[config.mk]
export PLATFORM = sky130hd
export DESIGN_NAME = pc_next_unit
export DESIGN_NICKNAME = d
export VERILOG_FILES = /design/src/rtl/pc_next_unit.sv
export SDC_FILE = /design/constraint.sdc
export NUM_CORES = 1
export LEC_CHECK = 0
export ABC_AREA = 0
export CAP_MARGIN = 5
export CORE_ASPECT_RATIO = 1.5
export CORE_MARGIN = 3
export CORE_UTILIZATION = 46
export DETAILED_ROUTE_END_ITERATION = 10
export MAX_ROUTING_LAYER = met4
export PLACE_DENSITY_LB_ADDON = 0.12
export SETUP_SLACK_MARGIN = 0.1
export SLEW_MARGIN = 20
export SYNTH_ARGS = -nofsm -noshare
export SYNTH_HDL_FRONTEND = slang
export SYNTH_SLANG_ARGS = --single-unit
[constraint.sdc]
create_clock -name clk -period 7.9 [get_ports clk]
set_clock_uncertainty 0.1 [all_clocks]
set_input_delay 1.58 -clock clk [delete_from_list [all_inputs] [get_ports clk]]
set_output_delay 1.58 -clock clk [all_outputs]
set_load 0.005 [all_outputs]
[src/rtl/pc_next_unit.sv]
// ---------------------------------------------------------------------------
// pc_next_unit
//
// Fetch-stage program counter for the pipelined CPU. Holds the PC register,
// computes the sequential, branch and jump targets, selects the next PC with
// the priority rst > branch > jump > stall > sequential, and drives the
// squash signals for the IF/ID and ID/EX pipeline registers.
//
// Optional feature (compile-time macro PC_REDIRECT_COUNT_EN):
//   adds output redirect_count, a wrapping count of accepted redirects.
//
// Parameters:
//   RESET_PC           PC loaded on reset (word-aligned)
//
// Ports:
//   clk                rising-edge clock
//   rst                synchronous, active-high reset
//   stall              hazard-unit hold; PC keeps its value
//   branch_taken       branch in EX resolved taken
//   branch_pc_plus4    PC+4 of the branch instruction in EX
//   branch_offset_sl2  sign-extended branch offset, already shifted left by 2
//   jump               J-type jump decoded in ID
//   jump_pc_plus4      PC+4 of the jump in ID (only bits [31:28] are used)
//   jump_index         26-bit instruction index of the jump
//   pc                 current fetch address (registered)
//   pc_plus4           pc + 4 (combinational)
//   if_valid           fetched instruction is valid (registered)
//   flush_if_id        squash IF/ID on the next edge (combinational)
//   flush_id_ex        squash ID/EX on the next edge (combinational)
//   redirect_count     accepted-redirect counter (PC_REDIRECT_COUNT_EN only)
// ---------------------------------------------------------------------------
module pc_next_unit #(
   parameter logic [31:0] RESET_PC = 32'h0000_0000
) (
   input  logic        clk,
   input  logic        rst,
   input  logic        stall,
   input  logic        branch_taken,
   input  logic [31:0] branch_pc_plus4,
   input  logic [31:0] branch_offset_sl2,
   input  logic        jump,
   input  logic [31:0] jump_pc_plus4,
   input  logic [25:0] jump_index,
   output logic [31:0] pc,
   output logic [31:0] pc_plus4,
   output logic        if_valid,
   output logic        flush_if_id,
   output logic        flush_id_ex
`ifdef PC_REDIRECT_COUNT_EN
   ,
   output logic [31:0] redirect_count
`endif
);

   localparam int unsigned PC_W    = 32;
   localparam int unsigned STATE_W = 2;

   // Fetch state encoding
   localparam logic [STATE_W-1:0] ST_BOOT  = 2'd0;
   localparam logic [STATE_W-1:0] ST_RUN   = 2'd1;
   localparam logic [STATE_W-1:0] ST_REDIR = 2'd2;

   logic [STATE_W-1:0] state;
   logic [STATE_W-1:0] state_nxt;
   logic [PC_W-1:0]    pc_nxt;
   logic [PC_W-1:0]    branch_target;
   logic [PC_W-1:0]    jump_target;
   logic               branch_acc;
   logic               jump_acc;
   logic               if_valid_nxt;

   // Only the region bits of the jump's PC+4 feed the target
   logic               unused_jump_pc_low;
   assign unused_jump_pc_low = ^jump_pc_plus4[27:0];

   // Target arithmetic, all modulo 2^32
   assign pc_plus4      = pc + PC_W'(4);
   assign branch_target = branch_pc_plus4 + branch_offset_sl2;
   assign jump_target   = {jump_pc_plus4[31:28], jump_index, 2'b00};

   // Next-state / next-PC selection
   always_comb begin
      state_nxt  = state;
      pc_nxt     = pc;
      branch_acc = 1'b0;
      jump_acc   = 1'b0;

      case (state)
         ST_BOOT: begin
            // First fetch slot after reset: redirects are ignored, PC holds
            state_nxt = ST_RUN;
         end
         ST_RUN, ST_REDIR: begin
            if (branch_taken) begin
               branch_acc = 1'b1;
               pc_nxt     = branch_target;
               state_nxt  = ST_REDIR;
            end else if (jump && (state == ST_RUN)) begin
               // In REDIR the jump in ID is wrong-path and is dropped
               jump_acc  = 1'b1;
               pc_nxt    = jump_target;
               state_nxt = ST_REDIR;
            end else begin
               state_nxt = ST_RUN;
               if (!stall) begin
                  pc_nxt = pc_plus4;
               end
            end
         end
         default: begin
            state_nxt = ST_BOOT;
         end
      endcase

      // Reset overrides any pending redirect on the same edge
      if (rst) begin
         state_nxt  = ST_BOOT;
         pc_nxt     = RESET_PC;
         branch_acc = 1'b0;
         jump_acc   = 1'b0;
      end
   end

   assign if_valid_nxt = (state_nxt != ST_BOOT);

   // Squashes fire in the same cycle as the accepted redirect
   assign flush_if_id = branch_acc | jump_acc;
   assign flush_id_ex = branch_acc;

   // State and PC registers
   always_ff @(posedge clk) begin
      if (rst) begin
         state    <= ST_BOOT;
         pc       <= RESET_PC;
         if_valid <= 1'b0;
      end else begin
         state    <= state_nxt;
         pc       <= pc_nxt;
         if_valid <= if_valid_nxt;
      end
   end

`ifdef PC_REDIRECT_COUNT_EN
   // One count per accepted redirect; a dropped jump adds nothing
   always_ff @(posedge clk) begin
      if (rst) begin
         redirect_count <= '0;
      end else if (flush_if_id) begin
         redirect_count <= redirect_count + PC_W'(1);
      end
   end
`endif

endmodule
==> results.py <==
metrics = {
    "timing": {
        "min_period_ns": 5.33,
        "slew_viol_final": 0,
        "rsz0062_at_grt": "false",
        "report.final.setup_viol": 0,
        "worst_slack_ns": 2.57,
        "tns_ns": 0,
        "holdWs_ns": 0.436,
        "max_clock_freq_mhz": 187,
        "hold_viol": 0,
        "finalCritPeriodShare_pct": 67.5,
        "worst_slew_pin_slew_ns": 0.894,
        "slew-limit-headroom_pct": 38.9,
    },
    "critical_path": {
        "worstPathRequired_ns": 6.22,
        "worstPathArrival_ns": 3.65,
        "reg2reg_from": "state[1]",
        "timing.rr.end": "pc[30]",
        "worst_setup_path_end_kind": "output port",
        "r2r_cells": 10,
        "r2r_slack_ns": 4.78,
        "worst_setup_path_start_kind": "primary input",
        "worst-path-max-fanout": 23,
        "critical_path_class": "in2out",
    },
    "placement": {
        "port_buffers": 165,
        "pre_cts_ws_ns": 2.54,
        "hpwl_um": 11300,
        "gp_congestion": 0.968,
        "dpl_cell_area_mm2": 0.00586,
    },
    "final_layout": {
        "n_antenna_cell": 0,
        "final_area_mm2": 0.00600,
        "final.fill_count": 816,
        "layout-drive-gt1-share_pct": 4.42,
        "nNetsFinal": 886,
        "area_growth_pct": 43.5,
    },
    "synth": {
        "synthArstFlopShare_pct": 0,
        "synth_flop_cell": "dfxtp_1",
        "yosys-top-cells-area": "dfxtp_1, ha_1, nor2_1",
        "synth.yosys.warnings": 0,
        "synth_top_area_share_pct": 16.8,
        "avgSynthCellArea_um2": 7.22,
        "synthCells": 579,
        "yosysSeqAreaShare_pct": 16.8,
        "synth_common_cells": "nor2_1, nand2_1, a21oi_1, o21ai_0, xnor2_1",
        "synth_nets": 742,
        "syn_area_mm2": 0.00418,
        "ys_ff_latch": 35,
        "synth_cell_types": 67,
        "synth_most_common_cell": "nor2_1",
        "yosysTopAreaCell": "dfxtp_1",
        "synth_edf_count": 0,
    },
    "min_path": {
        "hp-start": "pc[1]",
        "hp-class": "reg2reg",
        "whs_endpoint": "pc[1]",
        "hold_depth": 2,
    },
    "run_status": {
        "outcome": "finished, final reports clean",
    },
    "clock_tree": {
        "holdBufCountCts": 0,
        "clock_latency_ns": 0.28,
        "cts_sinks": 35,
        "cts.clk_slew.worst_paths_ns": 0.06,
        "numCtsBuffers": 5,
        "post_cts_resized": 0,
        "root_buffer": "clkbuf_16",
        "clockBufferDepth": 2,
        "cts_tree": "done",
        "post_cts_buffers": 0,
        "cts_max_level": 2,
    },
    "drt": {
        "dr.pass1.iters": 6,
        "wl_um": 14300,
        "drt-met1-wl_um": 5640,
        "routed_via_density": 5.92,
        "drtIter0Drc": 354,
        "vias": 4936,
        "ant_nets": 0,
        "drc": 0,
        "wl_per_cell_um": 17.2,
        "dr_wl_met3_um": 907,
        "met2_length_um": 7160,
        "maxUsedRoutingLayer": "met4",
    },
    "floorplanning": {
        "die_x_um": 83.9,
        "initial_core_util_pct": 47.4,
        "core.rowCount": 42,
        "die_area_mm2": 0.0103,
        "ios": 194,
        "die_height_um": 123,
        "core-area_mm2": 0.00883,
    },
    "global_route": {
        "grt_max_degree": 40,
        "overflow": 0,
        "grt_first_pass_wirelength_um": 22600,
        "first_global_vias": 4772,
        "grt_usage_pct": 27.4,
        "antenna_found_initial": 0,
    },
    "job": {
        "max-cap-violations": 0,
    },
    "power_and_ir_drop": {
        "p_switching_w": 0.000389,
        "clock_power_share_pct": 19.3,
        "power_density_mw_per_mm2": 167,
        "total_leakage_power_nw": 2.37,
        "switching_share_pct": 38.9,
        "p_int_w": 0.000611,
        "seqPwrFrac_pct": 26.8,
        "pwr-share-comb_pct": 53.8,
        "ir_drop_mv": 0.115,
        "power_w": 0.000999,
    },
}
[worst max-delay path by stage]
stage / slack [ns] / to / from / cells after the start
after floorplan: 3.98 / flush_id_ex / rst / 3
after global placement: 2.61 / flush_if_id / branch_taken / 5
after detailed placement: 2.54 / flush_if_id / branch_taken / 5
after CTS: 2.53 / flush_if_id / branch_taken / 5
after global routing: 2.44 / flush_if_id / branch_taken / 5
final: 2.57 / flush_if_id / branch_taken / 5
[final cells by class]
type                    count  area, um^2  share of cell area (%)
well taps                 110         138                    2.29
inverters                  17        63.8                    1.06
clock buffers               6         129                    2.15
clock inverters             2        12.5                   0.208
repair buffers            169        1680                    28.0
multi-input cells         495        3280                    54.6
flip-flops and latches     35         701                    11.7
[power by group through the flow]
stage	clock [W]	combinational [W]	sequential (W)
floorplan	0	0.000285	0.000259
global placement	0	0.000528	0.000269
detailed placement	0	0.000534	0.000271
CTS	0.000193	0.000537	0.000267
global route	0.000202	0.000585	0.000275
finish	0.000193	0.000538	0.000268
[registers in the layout, indices dropped and copies added (netlist names)]
| name | cells |
|---|---|
| if_valid | 1 |
| pc | 32 |
| state | 2 |
[through the flow]
| stage | util [%] | cells |
|---|---|---|
| 2_1_floorplan | - | 579 |
| 3_3_place_gp | 66.4 | 826 |
| 3_5_place_dp | 66.4 | 826 |
| 4_1_cts | 68.0 | 834 |
| 5_1_grt | 68.0 | 834 |
| 6_report | 68.0 | 834 |
[per-layer routing]
metal / vias to the layer above / global-route usage [%]
met1: 2261 / 31.1
met4: 0 / 12.0
met3: 48 / 3.56
met2: 234 / 48.4
li1: 2393 / -
met5: - / -
[worst max-delay path, cell delays in order]
cell,delay [ns]
clkdlybuf4s50_1,0.98
nand2b_1,0.30
nand2_1,0.16
nor2_1,0.12
clkdlybuf4s50_1,0.51
[cells in the final DEF, fill, tap and decap left out, types with 4 or more instances in the layout]
cell type	count
a211oi_1	19
a21o_1	13
a21oi_1	44
a22oi_1	4
and2_1	6
and4_1	4
buf_4	4
clkbuf_16	5
clkdlybuf4s50_1	165
dfxtp_1	35
ha_1	35
inv_1	17
mux2i_1	10
nand2_1	52
nand2b_1	5
nand3_1	15
nand4_1	14
nor2_1	87
nor3_1	24
o211ai_1	7
o21a_1	4
o21ai_0	36
o22ai_1	4
or3_1	4
xnor2_1	36
xor2_1	15
[logic make-up after synthesis]
group                    Yosys count  synth area share, %
AND/OR/NAND/NOR                  230                 26.9
AO/OA/AOI/OAI                    165                 26.5
XOR/XNOR                          52                 11.1
buffers and inverters             49                 4.91
adder cells (fa/ha/maj)           36                 10.9
flip-flops                        35                 16.8
multiplexers                      12                 2.93
No activity file was read; power rests on OpenSTA's default activity.
